**src/rtl/req_issuer_pkg.sv**
```systemverilog
// Shared types and helpers for the request issuer: FSM state encoding and pointer-width math.
package req_issuer_pkg;

    // One-hot encoding so a corrupted state is easy to detect and recover from.
    typedef enum logic [2:0] {
        IDLE    = 3'b001,
        ASSERT  = 3'b010,
        RELEASE = 3'b100
    } state_t;

    function automatic int clog2(input int value);
        int result;
        result = 0;
        for (int i = 0; i < 31; i++) begin
            if ((1 << i) < value) result = i + 1;
        end
        return result;
    endfunction

endpackage

```
**src/rtl/req_cmd_fifo.sv**
```systemverilog
// Synchronous command FIFO; head visible combinationally, a push is seen one cycle later.
// Pushes are ignored while full and pops while empty; o_full is the only backpressure.
module req_cmd_fifo
    import req_issuer_pkg::*;
#(
    parameter int DATA_W = 8,
    parameter int DEPTH  = 4
) (
    input  logic              i_clk,
    input  logic              i_rst,
    input  logic              i_push,
    input  logic              i_pop,
    input  logic [DATA_W-1:0] i_din,
    output logic [DATA_W-1:0] o_dout,
    output logic              o_full,
    output logic              o_empty
);

    localparam int AW = clog2(DEPTH);

    logic [DATA_W-1:0] r_mem [DEPTH];
    logic [AW:0]       r_wr_ptr;
    logic [AW:0]       r_rd_ptr;
    logic              w_do_push;
    logic              w_do_pop;

    // Extra MSB distinguishes full from empty when the index bits match.
    assign o_empty   = (r_wr_ptr == r_rd_ptr);
    assign o_full    = (r_wr_ptr[AW] != r_rd_ptr[AW]) &&
                       (r_wr_ptr[AW-1:0] == r_rd_ptr[AW-1:0]);
    assign o_dout    = r_mem[r_rd_ptr[AW-1:0]];
    assign w_do_push = i_push && !o_full;
    assign w_do_pop  = i_pop && !o_empty;

    always_ff @(posedge i_clk) begin
        if (i_rst) begin
            r_wr_ptr <= '0;
            r_rd_ptr <= '0;
        end else begin
            if (w_do_push) r_wr_ptr <= r_wr_ptr + 1'b1;
            if (w_do_pop)  r_rd_ptr <= r_rd_ptr + 1'b1;
        end
    end

    always_ff @(posedge i_clk) begin
        if (w_do_push) r_mem[r_wr_ptr[AW-1:0]] <= i_din;
    end

endmodule

```
**src/rtl/req_issuer.sv**
```systemverilog
// Buffers commands and issues each as a four-phase req_valid/req_ready handshake; 4 cycles/request
// with a 1-cycle responder. Commands back up into the FIFO; o_cmd_ready drops only when it is full.
module req_issuer
    import req_issuer_pkg::*;
#(
    parameter int DATA_W  = 8,
    parameter int DEPTH   = 4,
    parameter int TIMEOUT = 16,
    parameter int CNT_W   = 8
) (
    input  logic              i_clk,
    input  logic              i_rst,
    input  logic              i_cmd_valid,
    output logic              o_cmd_ready,
    input  logic [DATA_W-1:0] i_cmd_data,
    output logic              o_req_valid,
    input  logic              i_req_ready,
    output logic [DATA_W-1:0] o_req_data,
    output logic              o_busy,
    output logic [CNT_W-1:0]  o_done_count,
    output logic              o_timeout_err
);

    localparam int TCNT_W = (clog2(TIMEOUT + 1) < 1) ? 1 : clog2(TIMEOUT + 1);
    localparam logic [TCNT_W-1:0] TLAST = TCNT_W'((TIMEOUT > 0) ? TIMEOUT - 1 : 0);

    state_t              r_state;
    logic                r_req_valid;
    logic [DATA_W-1:0]   r_req_data;
    logic [TCNT_W-1:0]   r_tcnt;
    logic [CNT_W-1:0]    r_done_count;
    logic                r_timeout_err;
    logic                r_acked;

    logic                w_push;
    logic                w_pop;
    logic                w_full;
    logic                w_empty;
    logic                w_timeout;
    logic [DATA_W-1:0]   w_head;

    assign w_push    = i_cmd_valid && !w_full;
    // The head leaves the FIFO exactly when the FSM moves into ASSERT.
    assign w_pop     = !w_empty && ((r_state == IDLE) || ((r_state == RELEASE) && !i_req_ready));
    assign w_timeout = (TIMEOUT != 0) && (r_tcnt == TLAST);

    req_cmd_fifo #(
        .DATA_W (DATA_W),
        .DEPTH  (DEPTH)
    ) u_fifo (
        .i_clk   (i_clk),
        .i_rst   (i_rst),
        .i_push  (w_push),
        .i_pop   (w_pop),
        .i_din   (i_cmd_data),
        .o_dout  (w_head),
        .o_full  (w_full),
        .o_empty (w_empty)
    );

    always_ff @(posedge i_clk) begin
        if (i_rst) begin
            r_state       <= IDLE;
            r_req_valid   <= 1'b0;
            r_req_data    <= '0;
            r_tcnt        <= '0;
            r_done_count  <= '0;
            r_timeout_err <= 1'b0;
            r_acked       <= 1'b0;
        end else begin
            case (r_state)
                IDLE: begin
                    r_req_valid <= 1'b0;
                    if (w_pop) begin
                        r_req_valid <= 1'b1;
                        r_req_data  <= w_head;
                        r_tcnt      <= '0;
                        r_state     <= ASSERT;
                    end
                end
                ASSERT: begin
                    if (i_req_ready) begin
                        r_req_valid <= 1'b0;
                        r_acked     <= 1'b1;
                        r_state     <= RELEASE;
                    end else if (w_timeout) begin
                        r_req_valid   <= 1'b0;
                        r_timeout_err <= 1'b1;
                        r_acked       <= 1'b0;
                        r_state       <= RELEASE;
                    end else begin
                        r_tcnt <= r_tcnt + 1'b1;
                    end
                end
                RELEASE: begin
                    if (!i_req_ready) begin
                        if (r_acked) r_done_count <= r_done_count + 1'b1;
                        if (w_pop) begin
                            r_req_valid <= 1'b1;
                            r_req_data  <= w_head;
                            r_tcnt      <= '0;
                            r_state     <= ASSERT;
                        end else begin
                            r_state <= IDLE;
                        end
                    end
                end
                default: begin
                    r_state     <= IDLE;
                    r_req_valid <= 1'b0;
                end
            endcase
        end
    end

    assign o_cmd_ready   = !w_full;
    assign o_req_valid   = r_req_valid;
    assign o_req_data    = r_req_data;
    assign o_busy        = (r_state != IDLE) || !w_empty;
    assign o_done_count  = r_done_count;
    assign o_timeout_err = r_timeout_err;

endmodule
```
**config.mk**
```make
export PLATFORM = sky130hd
export DESIGN_NAME = req_issuer
export DESIGN_NICKNAME = d
export VERILOG_FILES = /design/src/rtl/req_issuer_pkg.sv /design/src/rtl/req_cmd_fifo.sv /design/src/rtl/req_issuer.sv
export SDC_FILE = /design/constraint.sdc
export NUM_CORES = 1
export LEC_CHECK = 0
export ABC_CLOCK_PERIOD_IN_PS = 4700
export CORE_ASPECT_RATIO = 0.6
export CORE_UTILIZATION = 59
export CTS_CLUSTER_DIAMETER = 200
export DETAILED_ROUTE_END_ITERATION = 7
export GPL_TIMING_DRIVEN = 0
export HOLD_SLACK_MARGIN = 0.12
export PLACE_DENSITY = 0.94
export SYNTH_ARGS = -nofsm -noshare
export SYNTH_HDL_FRONTEND = slang
export SYNTH_SLANG_ARGS = --single-unit
export TNS_END_PERCENT = 50
```
**constraint.sdc**
```tcl
create_clock -name i_clk -period 4.7 [get_ports i_clk]
set_clock_uncertainty 0.15 [all_clocks]
set_input_delay 0.94 -clock i_clk [delete_from_list [all_inputs] [get_ports i_clk]]
set_output_delay 0.94 -clock i_clk [all_outputs]
set_load 0.005 [all_outputs]
```
==> impl_metrics.json, run 1 <==
{
  "status": "finished with violations",
  "violations": "design-rule violations",
  "synth_cell_types": 46,
  "htree_num_levels": 3,
  "synth_nets": 245,
  "vias": 1955,
  "track_usage_pct": 25.1,
  "required_ns": 3.61,
  "routed_wl_um": 5740,
  "fillers": 277,
  "crit_arrival_ns": 1.97,
  "setup_viol": 0,
  "ys.flop_type": "dfxtp_1",
  "crit_slowest_cell": "clkdlybuf4s50_1",
  "postRouteAntennaNets": 0,
  "floorplan.initialDensity_pct": 61.8,
  "busiest_layer": "met2",
  "synth_top_cell_by_area": "edfxtp_1",
  "hold_class": "register to register",
  "routedWlPerCell_um": 17.2,
  "synth.top_cell.area_share_pct": 33.9,
  "numPortBuffers": 29,
  "finalNetCount": 285,
  "async_flop_share_pct": 0,
  "path_class": "register to output port",
  "first_global_vias": 1878,
  "whs_ns": 0.318,
  "seqCellArea_um2": 1660,
  "final_hold_viol_count": 0,
  "antenna_found_initial": 0,
  "vdd_drop_max_mv": 0.255,
  "crit_fanout": 5,
  "dieArea_um2": 5100,
  "grt_max_degree": 12,
  "syn_area_um2": 2840,
  "seq_area_frac_synth_pct": 58.6,
  "worst_pin_slew_ns": 0.933,
  "num_rows": 19,
  "rsz0062_at_grt": "false",
  "multi_input_area_um2": 1090,
  "die_w_um": 91.5,
  "timing.final.crit_share_pct": 65.0,
  "met1_usage_pct": 33.1,
  "drc": 2,
  "cpLargestDelayFamily": "buffers and inverters",
  "cts_buffers": 9,
  "cts_hold_buf": 0,
  "syn_area_per_cell_um2": 12.6,
  "cp_slowest_stage_delay_ns": 0.50,
  "clkLatencyLatePin_ns": 0.34,
  "cts.path.max_buffers": 2,
  "syn2layout_area_growth_pct": 20.3,
  "ys_seq_elements": 67,
  "drt-initial-drc-count": 264,
  "cts.clk_slew.worst_paths_ns": 0.07,
  "grt_overflow": 0,
  "power.total_mw": 1.72,
  "fin_util_pct": 74.4,
  "fin_crit_ns": 3.06,
  "drive_above_1_share_pct": 12.2,
  "yosys_warnings": 0,
  "design.core.area_um2": 4590,
  "diodes": 0,
  "endpoint_kind": "output port",
  "grt_use_met2_pct": 38.2,
  "use_met3_pct": 9.56,
  "via_per_inst": 5.87,
  "synth_edf_count": 32,
  "grt_pass1_wl_um": 9340,
  "p_leak_nw": 1.23,
  "die_y_um": 55.7,
  "cts.sinks": 67,
  "drtPass1Iterations": 6,
  "cts-root-buf": "clkbuf_8",
  "critPathLaunchType": "register",
  "powerDensity_nw_per_um2": 505,
  "critical_path.n_buffers_inverters": 1,
  "cts_resized": 0,
  "max-cap-violations": 0,
  "setup_tns_ns": 0,
  "hpwl_um": 3720,
  "max_freq_ghz": 0.327,
  "globalplace.congestion": 0.899,
  "cts_tree": "done",
  "pin_count": 32,
  "maxSlewHeadroom_pct": 37.7,
  "path_cells": "xor2_1, nor2_1, nand3_1, clkdlybuf4s50_1",
  "synthTopCellsByArea": "edfxtp_1 34%, dfxtp_1 25%, mux4_2 6.4%, ha_1 3.5%, mux2i_1 3.5%",
  "postCtsSetupRepairBufs": 0,
  "slew_violations": 0,
  "netlist_instances": 225
}
-- state kept, by name, indices dropped and copies added (netlist names), named ones only --
signal / cells
u_fifo.r_mem: 32
o_done_count: 8
o_req_data: 8
r_tcnt: 5
r_state: 3
u_fifo.r_rd_ptr: 3
u_fifo.r_wr_ptr: 3
o_req_valid: 1
o_timeout_err: 1
r_acked: 1
-- synth_stat cells (all sizes together) (4+ instances only) --
cell	n
clkbuf	6
dfxtp	35
and2	5
edfxtp	32
nand2	7
inv	8
nand2b	4
o21ai	7
ha	8
nor2	26
xor2	8
a21oi	6
mux2i	10
nand3	6
buf	6
o32ai	4
mux4	8
-- final timing paths --
kind / end / startpoint / slack [ns] / cells after the start
max: o_busy / u_fifo.r_wr_ptr[1] / 1.64 / 4
min: o_timeout_err / o_timeout_err / 0.32 / 2
max reg2reg: r_tcnt[2] / r_tcnt[0] / 2.30 / 7
min reg2reg: o_timeout_err / o_timeout_err / 0.32 / 2
-- placed cells by master (no fill, tap or decap), types with 4 or more instances in the layout --
master	synthesis	routed
a21oi_1	6	6
and2_1	5	5
clkbuf_1	5	6
clkbuf_8	0	9
clkdlybuf4s50_1	0	29
dfxtp_1	35	35
edfxtp_1	32	32
ha_1	8	8
inv_1	8	8
mux2i_1	10	10
mux4_2	8	8
nand2_1	7	7
nand2b_1	4	4
nand3_1	6	6
nor2_1	26	26
o21ai_0	7	7
xor2_1	8	8
-- worst min-delay path: cells and delay by family, from the launching register on --
family / cells / cell delay, ns
AOI/OAI and AO/OA: 1 / 0.04
DFF: 1 / 0.33
and+or+nand+nor: 1 / 0.07
-- where the power goes --
part           total [mW]  switching [mW]  internal [mW]
Combinational       0.502           0.253          0.249
Clock               0.501           0.207          0.294
Sequential          0.722          0.0370          0.685
Total                1.72           0.497           1.23
-- cell families after synthesis --
logic type | count (synthesis) | synth area share, %
xor+xnor | 11 | 3.40
flops | 67 | 58.6
compound gates | 30 | 7.76
simple gates | 71 | 13.8
mux | 18 | 9.88
buf+inv | 20 | 3.04
fa+ha+maj | 8 | 3.53
-- routing by layer --
metal | wire (um) | up-vias
li1 | - | 904
met1 | 2500 | 951
met2 | 2750 | 89
met3 | 386 | 11
met4 | 102 | 0
met5 | 0 | -
-- through the flow --
step           area, um^2  worst slack, ns  instances
3_5_place_dp         3210             1.98        317
6_report             3410             1.64        333
5_1_grt              3410             1.55        333
3_3_place_gp         3210             2.00        317
4_1_cts              3410             1.64        333
2_1_floorplan        2840             2.27        225
-- final cells by class --
class                      instances  share of cell area, %
tap                               63                   2.31
inverter                           8                  0.880
buffer                            12                   1.65
clock inverter                     6                   2.35
clock buffer                      10                   3.74
multi-input combinational        138                   31.9
sequential                        67                   48.7
timing repair buffer              29                   8.50
Power figures use the tool's default switching activity.
==> inputs of run 2 (changes only) <==
Settings changed: ABC_CLOCK_PERIOD_IN_PS 4700 to 3000, CORE_UTILIZATION 59 to 55, PLACE_DENSITY 0.94 to 0.89.
Clock period 4.7 ns to 3 ns, I/O delays scaled along.
==> run 2 against run 1 <==
- the flow now finishes without violations
- global-route usage fell by 1.6 points
- via count shrank 1.8%
- utilization decreased by 2.6 points
- combinational power rose by 56%
- routed wire length fell by 0.94%
- first-iteration DRC count is 25% lower
- total power up 56%
- worst hold slack improved by 0.0094 ns
- register-to-register slack got worse by 1.7 ns
- largest cell class unchanged
==> impl_metrics.json, run 2 (same netlist as run 1, synthesis figures left out) <==
{
  "fin_crit_ns": 2.65,
  "whs_path_depth": 2,
  "cpLargestDelayFamily": "buffers and inverters",
  "power_frac_clock_pct": 28.9,
  "cts_tree": "done",
  "diodes": 0,
  "cts-root-buf": "clkbuf_8",
  "postRouteAntennaNets": 0,
  "critical_path.n_buffers_inverters": 1,
  "grt_pass1_wl_um": 9070,
  "routed_wl_um": 5680,
  "status": "finished clean",
  "cp_slowest_stage_delay_ns": 0.51,
  "grt_overflow": 0,
  "fin_util_pct": 71.8,
  "worst_pin_slew_ns": 0.812,
  "timing.final.crit_share_pct": 88.3,
  "vdd_drop_max_mv": 0.497,
  "track_usage_pct": 23.4,
  "cts.clk_slew.worst_paths_ns": 0.08,
  "crit_arrival_ns": 1.90,
  "design.core.area_um2": 4750,
  "cts.sinks": 67,
  "grt_max_degree": 15,
  "drc": 0,
  "endpoint_kind": "output port",
  "die_y_um": 57.6,
  "final_cell_mix": "35 x dfxtp_1, 32 x edfxtp_1, 29 x clkdlybuf4s50_1",
  "power_frac_seq_pct": 42.0,
  "antenna_found_initial": 0,
  "crit_slowest_cell": "clkdlybuf4s50_1",
  "setup_viol": 0,
  "dieArea_um2": 5460,
  "floorplan.initialDensity_pct": 59.7,
  "drtPass1Iterations": 4,
  "cts_hold_buf": 0,
  "post-place-ws_ns": 0.576,
  "p_int_mw": 1.86,
  "first_global_vias": 1837,
  "max_freq_ghz": 0.377,
  "globalplace.congestion": 0.765,
  "path_cells": "xor2_1, nor2_1, nand3_1, clkdlybuf4s50_1",
  "syn2layout_area_growth_pct": 20.3,
  "r2r_cells": 7,
  "rsz0062_at_grt": "false",
  "final_common_cell": "dfxtp_1",
  "whs_ns": 0.327,
  "final_hold_viol_count": 0,
  "drive_above_1_share_pct": 13.3,
  "crit_fanout": 5,
  "htree_num_levels": 3,
  "routedWlPerCell_um": 17.1,
  "hold_class": "register to register",
  "max-cap-violations": 0,
  "p_switching_mw": 0.823,
  "combPwrFrac_pct": 29.1,
  "finalNetCount": 285,
  "largest_register_ffs": 32,
  "cts.path.max_buffers": 2,
  "cts_resized": 0,
  "path_class": "register to output port",
  "regToRegSetupSlack_ns": 0.55,
  "postCtsSetupRepairBufs": 0,
  "numPortBuffers": 29,
  "p_leak_nw": 1.24,
  "via_per_inst": 5.77,
  "vias": 1920,
  "hpwl_um": 3930,
  "num_rows": 19,
  "finalWorstSetupSlack_ns": 0.351,
  "cp.depth": 4,
  "required_ns": 2.25,
  "drt-initial-drc-count": 198,
  "powerDensity_nw_per_um2": 786,
  "pin_count": 32,
  "maxSlewHeadroom_pct": 45.8,
  "die_w_um": 94.7,
  "swShare_pct": 30.7,
  "slew_violations": 0,
  "setup_tns_ns": 0,
  "critPathLaunchType": "register",
  "cts_buffers": 9,
  "clkLatencyLatePin_ns": 0.35
}
run 2: cell types whose count changed in the layout (fill, tap and decap cells not counted):
cell and delta:
inv_6 +3, clkinv_1 -2, inv_8 +1, clkinv_4 +1, clkinv_2 -1, clkbuf_1 -1, bufinv_16 -1
run 2: worst min-delay path: stages, from the launching register on:
cell and delay (ns):
dfxtp_1 0.34, a31oi_1 0.04, nor2_1 0.07
run 2: layer usage:
layer / share of wire (%) / wire length [um] / global-route usage [%] / vias to the layer above
met2: 47 / 2650 / 35.8 / 80
met5: 0 / 0 / 0 / -
li1: - / - / - / 906
met3: 7.6 / 429 / 8.01 / 10
met4: 1.5 / 85 / 11.0 / 0
met1: 44 / 2520 / 30.6 / 924
run 2: cell type report:
| cell class | instances | area, um^2 |
|---|---|---|
| clock buffers | 9 | 124 |
| flip-flops and latches | 67 | 1660 |
| repair buffers | 29 | 290 |
| clock inverters | 7 | 83.8 |
| fillers | 316 | 1340 |
| multi-input cells | 138 | 1090 |
| well taps | 63 | 78.8 |
| plain buffers | 12 | 56.3 |
| inverters | 8 | 30.0 |
run 2: power by group through the flow:
stage                     sequential [mW]  combinational, mW  clock [mW]
final                                1.13              0.781       0.775
after global routing                 1.14              0.846       0.825
after CTS                            1.13              0.779       0.788
after detailed placement             1.15              0.773           0
after global placement               1.14              0.741           0
after floorplan                      1.14              0.510           0
run 2: path summary, 6_finish.rpt:
| path | startpoint | end |
|---|---|---|
| hold / removal | o_timeout_err | o_timeout_err |
| setup / recovery | u_fifo.r_wr_ptr[0] | o_busy |
| hold reg to reg | o_timeout_err | o_timeout_err |
| setup reg to reg | r_tcnt[0] | r_tcnt[2] |
run 2: per-stage QoR:
stage / power [mW] / instances / instance area [um^2]
6_report: 2.68 / 333 / 3410
5_1_grt: 2.81 / 333 / 3410
4_1_cts: 2.70 / 333 / 3410
3_5_place_dp: 1.92 / 317 / 3210
3_3_place_gp: 1.89 / 317 / 3210
2_1_floorplan: 1.65 / 225 / 2840
==> inputs of run 3 (changes only) <==
Settings changed: TNS_END_PERCENT 50 to unset.
==> results of run 3 <==
Final layout, timing and power as in run 2 (identical DEF).
